### src/rtl/cam_dvp_source.sv
// Synthesizable DVP camera source: derives cam_xclk = clk/2 and emits framed test
// patterns (vsync/href/data) with programmable horizontal and vertical blanking.
module cam_dvp_source #(
    parameter int H_ACTIVE     = 80,
    parameter int H_BLANK      = 16,
    parameter int V_SYNC_LINES = 3,
    parameter int V_BACK       = 2,
    parameter int V_ACTIVE     = 60,
    parameter int V_FRONT      = 2
) (
    input  logic        clk,
    input  logic        resetn,
    input  logic        enable,
    input  logic [1:0]  mode,
    input  logic [7:0]  const_byte,
    output logic        cam_xclk,
    output logic        cam_vsync,
    output logic        cam_href,
    output logic [7:0]  cam_dat,
    output logic        frame_done,
    output logic [15:0] frame_count
);
    // state  | meaning
    // IDLE   | no frame in progress, bus low, waiting for enable
    // VSYNC  | vsync high for V_SYNC_LINES line periods
    // VBACK  | blank line periods after vsync (skipped when V_BACK = 0)
    // ACTIVE | V_ACTIVE lines, href high for the first H_ACTIVE ticks of each
    // VFRONT | blank line periods before frame end (skipped when V_FRONT = 0)

    localparam int L        = H_ACTIVE + H_BLANK;
    localparam int MAX_SB   = (V_SYNC_LINES > V_BACK) ? V_SYNC_LINES : V_BACK;
    localparam int MAX_AF   = (V_ACTIVE > V_FRONT) ? V_ACTIVE : V_FRONT;
    localparam int LINE_MAX = (MAX_SB > MAX_AF) ? MAX_SB : MAX_AF;
    localparam int COL_W    = (L > 1) ? $clog2(L) : 1;
    localparam int LINE_W   = (LINE_MAX > 1) ? $clog2(LINE_MAX) : 1;

    typedef enum logic [2:0] {IDLE, VSYNC, VBACK, ACTIVE, VFRONT} state_t;

    state_t            state;
    state_t            n_state;
    logic [COL_W-1:0]  col_cnt;
    logic [COL_W-1:0]  n_col;
    logic [LINE_W-1:0] line_cnt;
    logic [LINE_W-1:0] n_line;
    logic [1:0]        mode_q;
    logic [1:0]        n_mode;
    logic [7:0]        fnum_q;
    logic [7:0]        n_fnum;
    logic [15:0]       fc_next;
    logic              frame_end;
    logic              frame_start;
    logic              n_href;
    logic [7:0]        n_dat;
    int                state_lines;

    // Next bus position: everything here describes the tick period being entered.
    always_comb begin
        n_state   = state;
        n_col     = col_cnt;
        n_line    = line_cnt;
        frame_end = 1'b0;
        case (state)
            VSYNC:   state_lines = V_SYNC_LINES;
            VBACK:   state_lines = V_BACK;
            ACTIVE:  state_lines = V_ACTIVE;
            VFRONT:  state_lines = V_FRONT;
            default: state_lines = 1;
        endcase

        if (state == IDLE) begin
            n_col  = '0;
            n_line = '0;
            if (enable) n_state = VSYNC;
        end else if (int'(col_cnt) != L - 1) begin
            n_col = col_cnt + COL_W'(1);
        end else begin
            n_col = '0;
            if (int'(line_cnt) != state_lines - 1) begin
                n_line = line_cnt + LINE_W'(1);
            end else begin
                n_line = '0;
                case (state)
                    VSYNC:   n_state = (V_BACK > 0) ? VBACK : ACTIVE;
                    VBACK:   n_state = ACTIVE;
                    ACTIVE: begin
                        if (V_FRONT > 0) n_state = VFRONT;
                        else             frame_end = 1'b1;
                    end
                    default: frame_end = 1'b1;
                endcase
                if (frame_end) n_state = enable ? VSYNC : IDLE;
            end
        end

        frame_start = (n_state == VSYNC) && ((state == IDLE) || frame_end);
        fc_next     = frame_end ? frame_count + 16'd1 : frame_count;
        n_mode      = frame_start ? mode : mode_q;
        // Frame-number pattern shows the count including the frame just finished.
        n_fnum      = frame_start ? fc_next[7:0] : fnum_q;
        n_href      = (n_state == ACTIVE) && (int'(n_col) < H_ACTIVE);

        case (n_mode)
            2'd0:    n_dat = 8'(int'(n_col) + int'(n_line));
            2'd1:    n_dat = const_byte;
            2'd2:    n_dat = n_fnum;
            default: n_dat = (((int'(n_col) ^ int'(n_line)) & 8) != 0) ? 8'hFF : 8'h00;
        endcase
        if (!n_href) n_dat = '0;
    end

    always_ff @(posedge clk or negedge resetn) begin
        if (!resetn) begin
            cam_xclk    <= 1'b0;
            cam_vsync   <= 1'b0;
            cam_href    <= 1'b0;
            cam_dat     <= '0;
            frame_done  <= 1'b0;
            frame_count <= '0;
            state       <= IDLE;
            col_cnt     <= '0;
            line_cnt    <= '0;
            mode_q      <= '0;
            fnum_q      <= '0;
        end else begin
            cam_xclk   <= ~cam_xclk;
            frame_done <= 1'b0;
            // A tick is the edge on which cam_xclk falls.
            if (cam_xclk) begin
                state       <= n_state;
                col_cnt     <= n_col;
                line_cnt    <= n_line;
                mode_q      <= n_mode;
                fnum_q      <= n_fnum;
                frame_count <= fc_next;
                frame_done  <= frame_end;
                cam_vsync   <= (n_state == VSYNC);
                cam_href    <= n_href;
                cam_dat     <= n_dat;
            end
        end
    end
endmodule

### config.mk
export PLATFORM = sky130hd
export DESIGN_NAME = cam_dvp_source
export DESIGN_NICKNAME = d
export VERILOG_FILES = /design/src/rtl/cam_dvp_source.sv
export SDC_FILE = /design/constraint.sdc
export NUM_CORES = 1
export LEC_CHECK = 0
export CORE_AREA = 2 2 87 89
export DETAILED_ROUTE_END_ITERATION = 12
export DIE_AREA = 0 0 89 91
export PLACE_DENSITY_LB_ADDON = 0.25
export SYNTH_ARGS = -nofsm -noshare
export SYNTH_HDL_FRONTEND = slang
export SYNTH_SLANG_ARGS = --single-unit
### constraint.sdc
create_clock -name clk -period 4.2 [get_ports clk]
set_input_delay 0.63 -clock clk [delete_from_list [all_inputs] [get_ports clk]]
set_output_delay 0.63 -clock clk [all_outputs]
set_load 0.1 [all_outputs]
Word-level counts from Yosys, hierarchy flattened. Cells that the tools add are included.

Magnitude comparators: 1. $add $sub $neg: 5. Bitwise operators: 2. Muxes and demuxes: 27. Equal/unequal tests: 10. Reductions and logical operators: 8.

Operators with widths (number): $mux W8 (4); $ne A7 B32 Y1 (1); $sub A32 B2 Y32 const B (1); $pmux W8 S3 (1); $mux W6 (3); $pmux W6 S3 (1); $add A16 B1 Y16 const B (1); $mux W3 (5); $mux W7 (2); $eq A3 B2 Y1 const B (3); $mux W1 (9); $pmux W3 S3 (1); $add A7 B6 Y8 (1); $add A7 B1 Y7 const B (1); $lt A7 B7 Y1 const B (1); $ne A7 B7 Y1 const B (1); $add A6 B1 Y6 const B (1); $eq A3 B1 Y1 const B (2); $xor A4 B4 Y4 (1); $eq A3 B3 Y1 const B (1); $logic_not A3 Y1 (1); $reduce_or A3 Y1 (1); $eq A2 B1 Y1 const B (1); $eq A2 B2 Y1 const B (1); other kinds (7) (8).

Logic and storage cells: 65. Bits in registers: 54. Output and inout bits: 28.

Logic depth before layout (Yosys ltp). Gate-level depths: netlist of the first run.

Depth after elaboration: 18. Mapped depth: 22. Depth with buffers taken out: 20.

Worst setup path after synthesis of the first run. Ideal clock, no wire load.

Path kind: register -> register. Start point: register state[2]. End point: register cam_dat[6]. Path slack: -0.198 ns. Arrival: 4.298 ns. Cell stages (with the launch flop): 22. Setup time: 0.101 ns. Path buffers: 3. Required time: 4.099 ns. Clock period less this slack: 4.398 ns. Path through: dfrtp_1 buf_6 clkbuf_1 mux2_2 ha_1 ha_1 xnor2_1 or3_1 buf_6 nor2_1 a31oi_1 nor2_1 a21oi_1 ha_1 fa_1 a21o_1 a21oi_1 o21bai_1 a21oi_1 xnor2_1 a211oi_1 o32ai_1.

Elaborated cells on any way between the ends: 44. Classes of those cells: add/sub (2); order compare (1); eq/ne (9); mux (24); bitwise (1); reduce/logical (7).

RTL lines: start: declaration (RTL line 39) `state_t state;`; start signal: assignment (RTL line 129) `state <= n_state;`; $eq A3 B2 Y1 or $eq A3 B3 Y1 (tied branches) (RTL line 62) `case (state)`; $reduce_or A2 Y1 (no source line); $pmux W6 S3 (RTL line 62); $sub A32 B2 Y32 (RTL line 78) `if (int'(line_cnt) != state_lines - 1) begin`; $ne A7 B32 Y1 (RTL line 78); $mux W6 (RTL line 78); $mux W6 (RTL line 74) `end else if (int'(col_cnt) != L - 1) begin`; $mux W6 * (RTL line 70) `if (state == IDLE) begin`; net n_line[0] (RTL line 44) `logic [LINE_W-1:0] n_line;`; $add A7 B6 Y8 * (RTL line 103) `2'd0: n_dat = 8'(int'(n_col) + int'(n_line));`; $pmux W8 S3 * (RTL line 102) `case (n_mode)`; $mux W8 * (RTL line 108) `if (!n_href) n_dat = '0;`; end signal: assignment (RTL line 138) `cam_dat <= n_dat;`; end: declaration (RTL line 19) `output logic [7:0] cam_dat,`.

Mark *: on every way through the listed nets, which the timed path passes. The rest lies on a longest branch. The select of a mux whose other input is x is not followed. A chain may end at the register's enable or synchronous reset.

Worst setup path in the final report of the first run. Same ends and word-level chain as after synthesis.

==> results.md, run 1 <==
- Post-layout minimum cycle time: roughly 4 ns
- Number of distinct library cells after synthesis: between 60 and 70
- NumNets Final: 452
- Number of flops mapped to enable cells by yosys: 0
- Clock Path Buffers: 2
- Placeable core region: ~7100 um2
- Number of ports placed on the die boundary: just over 40
- DP Wirelength: around 6300 um
- Total of flip-flops plus latches after synthesis: 54
- Leading cell types by count after synthesis: dfrtp_1, nor2_1, nand2_1
- Die height: slightly above 90 um
- Antenna-violating nets left: 0
- WL final: approximately 8800 um
- Number of buffers inserted during clock tree synthesis: 5
- Global-route wire length before repair: between 10000 and 15000 um
- Vias: between 3000 and 4000
- H-tree depth: 2
- Top fanout value on the critical path: 6
- Net count after synthesis: 400
- Number of failing hold endpoints at the final stage: 0
- Number of diodes added for antenna fixing: 0
- Outcome: finished, final reports clean
- Critical setup path kind: register to register
- Max cap viols: 0
- Layout-stage area growth over the synthesis result: 22.10%
- Number of global-route vias before repair: roughly 2900
- Worst IR Drop VDD: 242.7 uV
- Via-to-Cell Ratio: approximately 5.7
- Leakage power of the design: 0.001894 uW
- Antenna violations before repair: 0
- Layout filler cell count: about 640
- Count of synthesis-stage warnings from yosys: 0
- Final cell utilization of the core: roughly three fifths
- Part of the cycle the worst path needs: a little over nine tenths
- Share of cells above drive strength 1: between 10% and 20%
- DR iter-0 viols: 170
- Data required, critical path: between 4 and 5 ns
- Worst setup EP type: register
- Count of buffers from port buffering: 40
- Syn Std Cell Area: roughly 3600 um2
- Most used flip-flop cell after synthesis: dfrtp_1
- Top cell type by total area after synthesis: dfrtp_1
- R2R Setup Slk: between 0.2 and 0.25 ns
- Dominant cells by area after synthesis: dfrtp_1, mux2_2, nor2_1
- Total die area: 8099 um2
- Total number of clock tree sinks: 54
- Final Max Slew Viols: 0
- Actual transition at the worst max-transition pin: approximately 0.98 ns
- Power per unit of standard cell area: between 300 and 400 nW/um2
- Share of the yosys chip area belonging to registers: roughly two fifths
- Initial core utilization: between 40% and 50%
- DIE WIDTH: approximately 89 um
- Highest Clock Rate: around 250 MHz
- CP Launch Type: register
- Worst clock skew on the final layout: 0.01775 ns
- Count of mapped cells out of synthesis: between 300 and 400
- Overflow left after global routing: 0
- Final setup violation count: 0
- Top-area cell type share of the netlist area: roughly two fifths
- Final total negative setup slack: 0 ns
- Root buf cell: clkbuf_8
- DRC violations left: 0
- Weighted congestion at the end of routability-driven global placement: slightly above 0.9
- Aggregate global-route resource usage: 22.15%
- WL/cell: 16.68 um
- CTS tree: done
- Pin count of the biggest net entering global routing: 35
- Path class of the lowest-slack min-delay path: input port to async pin
- Worst slew margin: around a third
- Mean Syn Cell Area: ~9.5 um2
- Library cell with the highest instance count after synthesis: dfrtp_1
- Power consumption: 1312 uW
- Length of the first detailed-routing pass in iterations: 4
- Async set-or-reset flop fraction in the synthesized netlist: 100.0%
- Clock Latency Late Sink: about 0.32 ns
- Worst endpoint data arrival time: between 4 and 5 ns
- Clock slew at reported path FFs: between 0.1 and 0.15 ns
- Placement Rows: 31
==> path summary, 6_finish.rpt <==
path / from / depth (start not counted) / endpoint
setup reg to reg: state[2] / 18 / cam_dat[6]
hold / removal: resetn / 1 / frame_count[4]
min in group clk: frame_count[15] / 1 / frame_count[15]
max in group asynchronous: resetn / 2 / line_cnt[1]
hold reg to reg: frame_count[15] / 1 / frame_count[15]
setup / recovery: state[2] / 18 / cam_dat[6]
==> registers in the layout, indices dropped and copies added, names as in the netlist <==
| register | count |
|---|---|
| cam_href | 1 |
| frame_done | 1 |
| cam_dat | 8 |
| cam_vsync | 1 |
| col_cnt | 7 |
| frame_count | 16 |
| cam_xclk | 1 |
| mode_q | 2 |
| state | 3 |
| line_cnt | 6 |
| fnum_q | 8 |
==> cell type report <==
| type | instances | area, um2 | area share [%] |
|---|---|---|---|
| clock buffer | 6 | 82.58 | 1.903 |
| clock inverter | 2 | 38.79 | 0.8936 |
| inverter | 17 | 63.81 | 1.470 |
| multi-input combinational | 284 | 2103 | 48.46 |
| sequential | 54 | 1355 | 31.22 |
| tap | 99 | 123.9 | 2.854 |
| timing repair buffer | 64 | 573.1 | 13.20 |
==> stage by stage <==
stage	instance area, um2	hold WS (ns)	worst slack [ns]	std cells
after floorplan	3570	0.3344	0.02274	374
after global placement	4110	0.4622	0.1321	510
after detailed placement	4110	0.4866	-0.03489	510
after CTS	4239	0.2673	0.02190	518
after global routing	4340	0.2905	-0.02071	526
final	4340	0.2552	0.2078	526
==> per-layer routing <==
layer | part of all wire [%] | up-vias | wire (um) | global-route usage, %
met5 | 0 | - | 0 | 0
met4 | 1.9 | 0 | 171 | 5.348
met3 | 5.0 | 17 | 438 | 4.273
met2 | 47 | 93 | 4135 | 34.51
met1 | 46 | 1444 | 4028 | 31.74
li1 | - | 1458 | - | -
==> cells in the final DEF, fill, tap and decap left out, types with 3 or more instances in the layout <==
master / synthesis / layout
o21ai_0: 14 / 13
ha_1: 12 / 9
nor3_1: 5 / 5
and3_1: 7 / 7
mux2_2: 16 / 16
nand4_1: 6 / 6
and4_1: 3 / 3
dfrtp_1: 54 / 51
a211oi_1: 5 / 4
inv_1: 17 / 17
clkdlybuf4s50_1: 0 / 38
nand3_1: 15 / 15
buf_4: 0 / 25
a31oi_1: 3 / 3
dfrtp_2: 0 / 3
nor2_1: 45 / 43
mux2i_1: 9 / 9
a21oi_1: 19 / 18
xnor2_1: 19 / 19
a21boi_0: 3 / 3
xor2_1: 13 / 13
o32ai_1: 7 / 7
or3_1: 4 / 3
nor2b_1: 5 / 5
clkbuf_8: 0 / 6
nand2_1: 25 / 24
o21a_1: 4 / 4
==> logic make-up (layout without fill, tap and decap cells) <==
logic type / count (synthesis) / after routing / share of synthesized area, %
fa+ha+maj: 13 / 13 / 4.787
compound gates: 84 / 84 / 18.55
xor+xnor: 32 / 32 / 7.885
simple gates: 129 / 129 / 18.41
mux: 26 / 26 / 8.025
flops: 54 / 54 / 38.01
buf+inv: 36 / 89 / 4.329
==> critical path, cell delays in order (launching register included) <==
cell,delay (ns)
dfrtp_2,0.46
mux2_2,0.37
ha_2,0.20
ha_4,0.21
xnor2_1,0.14
or3_4,0.44
nor2_4,0.14
a31oi_1,0.11
nor2_1,0.11
a21oi_1,0.08
ha_2,0.24
fa_2,0.39
a21o_1,0.19
a21oi_2,0.16
o21bai_1,0.08
a21oi_1,0.16
xnor2_1,0.08
a211oi_1,0.24
o32ai_1,0.10
==> power by group <==
group / switching (uW) / internal [uW] / leakage (uW)
combinational: 188 / 152 / 0.00112
sequential: 34.8 / 555 / 0.000708
clock: 186 / 197 / 0.0000618
total: 409 / 903 / 0.00189
==> what timing repair did <==
action / CTS / global route
pin swaps: 0 / 14
hold buffers: 0 / 0
endpoints found under the setup margin: 2 / 4
gates cloned: 0 / 0
setup buffers: 0 / 8
resized for setup: 3 / 11
(Power assumes the default switching activity.)
==> run 2, diff against run 1 <==
--- a/config.mk
+++ b/config.mk
@@ -6,6 +6,7 @@
 export NUM_CORES = 1
 export LEC_CHECK = 0
 export CORE_AREA = 2 2 87 89
+export CTS_BUF_LIST = sky130_fd_sc_hd__clkbuf_16
 export DETAILED_ROUTE_END_ITERATION = 12
 export DIE_AREA = 0 0 89 91
 export PLACE_DENSITY_LB_ADDON = 0.25
==> run 2 against run 1 <==
Setup slack better by 0.0018 ns; routed wire length is 0.31% lower; combinational power hardly changed; non-clock buffer count grew 1; count of clock-buffer cells in the layout decreased by 1; clock skew shrank 0.0086 ns; sequential share of layout area decreased by 0.38 points; critical path type unchanged; largest power group unchanged.
==> results.md, run 2 (synthesized netlist as in run 1, its figures left out) <==
- Outcome: finished, final reports clean
- Number of buffers inserted during clock tree synthesis: 5 (unchanged)
- Antenna violations before repair: 0 (unchanged)
- R2R Setup Slk: 0.21 ns (about the same)
- CP Launch Type: register
- Weighted congestion at the end of routability-driven global placement: 0.9089 (unchanged)
- Post-layout minimum cycle time: 3.990 ns (-0.001817 ns)
- Clock Latency Late Sink: 0.30 ns (-0.02 ns)
- Layout-stage area growth over the synthesis result: 23.62%
- Most frequent cells in the layout: dfrtp_1, nor2_1, clkdlybuf4s50_1
- WL/cell: 16.60 um (-0.50%)
- Biggest register: frame_count
- Aggregate global-route resource usage: 22.28% (+0.13 points)
- Total number of clock tree sinks: 54 (unchanged)
- DR iter-0 viols: 162 (-4.7%)
- Clock slew at reported path FFs: 0.08 ns (-0.03 ns)
- Critical path, cell by cell: mux2_2 -> ha_2 -> ha_4 -> xnor2_1 -> or3_4 -> nor4_4 -> or2_4 -> a21oi_1 -> ha_1 -> a211oi_2 -> buf_4 -> o21ai_0 -> o211ai_1 -> nand2b_1 -> o211ai_1 -> a21oi_1 -> o32ai_1
- Part of the cycle the worst path needs: 95.01% (about the same)
- Top fanout value on the critical path: 6 (unchanged)
- Length of the first detailed-routing pass in iterations: 4 (unchanged)
- Worst endpoint data arrival time: 4.16 ns (-0.03 ns)
- Worst setup EP type: register
- Worst slew margin: 34.62% (+0.084 points)
- DIE WIDTH: 89 um (unchanged)
- Path class of the lowest-slack min-delay path: input port to async pin
- Worst setup path startpoint: state[2]
- Placed cell areas: 4110 um2 (unchanged)
- DRC violations left: 0 (unchanged)
- NumNets Final: 453 (+0.22%)
- Largest registers: frame_count: 16 flops, cam_dat: 8 flops, fnum_q: 8 flops
- WL final: 8747 um (-0.31%)
- Pin count of the biggest net entering global routing: 35 (unchanged)
- Area used by multi-input combinational logic: 2103 um2 (unchanged)
- Placement Rows: 31 (unchanged)
- Crit. path cell count: 17 (-1)
- Leakage power of the design: 0.001918 uW (+1.3%)
- Actual transition at the worst max-transition pin: 0.9777 ns (-0.001257 ns)
- Root buf cell: clkbuf_16
- Worst IR Drop VDD: 257.8 uV (+6.2%)
- Placed insts: 510 (unchanged)
- Total die area: 8099 um2 (unchanged)
- Final setup violation count: 0 (unchanged)
- Final cell count without fillers: 527 (+0.19%)
- Buf/Inv on CP: 1 (+1)
- Max cap viols: 0 (unchanged)
- Worst path top cell family by delay: simple AND/OR/NAND/NOR gates
- Via-to-Cell Ratio: 5.649 (-1.3%)
- Initial core utilization: 49.81% (unchanged)
- H-tree depth: 2 (unchanged)
- Final Max Slew Viols: 0 (unchanged)
- Most frequent standard cell in the layout excluding fill and tap cells: dfrtp_1
- Die height: 91 um (unchanged)
- Count of buffers from port buffering: 40 (unchanged)
- CTS tree: done
- Data required, critical path: 4.37 ns (-0.03 ns)
- Worst flop-to-flop path endpoint: cam_dat[5]
- Power consumption: 1407 uW (+7.2%)
- Highest Clock Rate: 250.6 MHz (about the same)
- Number of global-route vias before repair: 2917 (+0.069%)
- Number of failing hold endpoints at the final stage: 0 (unchanged)
- Max FFs per register: 16 (unchanged)
- Placeable core region: 7137 um2 (unchanged)
- Antenna-violating nets left: 0 (unchanged)
- Critical setup path kind: register to register
- Overflow left after global routing: 0 (unchanged)
- Global-route wire length before repair: 14420 um (+0.34%)
- Worst flop-to-flop path startpoint: state[2]
- Worst clock skew on the final layout: 0.009162 ns (-0.008586 ns)
- Combined flip-flop and latch cell area: 1355 um2 (unchanged)
- DP Wirelength: 6317 um (unchanged)
- Depth of the most critical reg-to-reg path: 17 (-1)
- Vias: 2977 (-1.2%)
- Final cell utilization of the core: 61.57% (+0.75 points)
- Number of diodes added for antenna fixing: 0 (unchanged)
- Crit path to: cam_dat[5]
- Slowest cell delay on critical path: 0.45 ns (about the same)
- Power per unit of standard cell area: 320.2 nW/um2 (+5.9%)
- Slowest library cell on the worst path: dfrtp_2
- Clock Path Buffers: 2 (unchanged)
- Layout filler cell count: 626 (-1.4%)
- Post-Layout Inst Area: 4394 um2 (+1.2%)
- Number of ports placed on the die boundary: 41 (unchanged)
- Share of cells above drive strength 1: 17.99% (-0.042 points)
run 2: per-stage QoR:
stage                     hold slack, ns  worst slack, ns   TNS, ns
final                             0.2900           0.2096         0
after global routing              0.3292         -0.01853  -0.01853
after CTS                         0.3025          0.02369         0
after detailed placement          0.4866         -0.03489  -0.03489
after floorplan                   0.3344          0.02274         0
after global placement            0.4622           0.1321         0
run 2: worst min-delay path by stage:
stage	endpoint	slack, ns	start
floorplan	cam_dat[0]	0.33	resetn
global placement	frame_count[15]	0.46	frame_count[15]
detailed placement	frame_count[14]	0.49	frame_count[14]
CTS	frame_count[0]	0.30	resetn
global route	frame_count[1]	0.33	resetn
finish	frame_count[1]	0.29	resetn
run 2: metal layers:
| layer | up-vias | track usage (%) | share of wire (%) |
|---|---|---|---|
| met5 | - | 0 | 0 |
| met4 | 0 | 4.975 | 1.6 |
| met3 | 14 | 4.909 | 4.5 |
| met2 | 72 | 34.95 | 48 |
| met1 | 1428 | 31.51 | 46 |
| li1 | 1463 | - | - |
run 2: final cells by class:
cell class / count / area share, %
clock inverter: 3 / 0.9681
tap: 99 / 2.819
timing repair buffer: 65 / 13.21
clock buffer: 5 / 2.847
sequential: 54 / 30.84
multi-input combinational: 284 / 47.86
inverter: 17 / 1.452
run 2: repair_timing:
item	4_1_cts	5_1_grt
cloned	0	0
endpoints found under the setup margin	2	4
resized for setup	3	11
pin swaps	0	14
buffers inserted	0	9
hold buffers	0	0
run 2: report_power, final:
group	internal [uW]	leakage, uW	switching, uW	total [uW]
combinational	152	0.00113	189	341
clock	282	0.0000818	194	476
sequential	555	0.000708	35.0	590
total	989	0.00192	418	1410
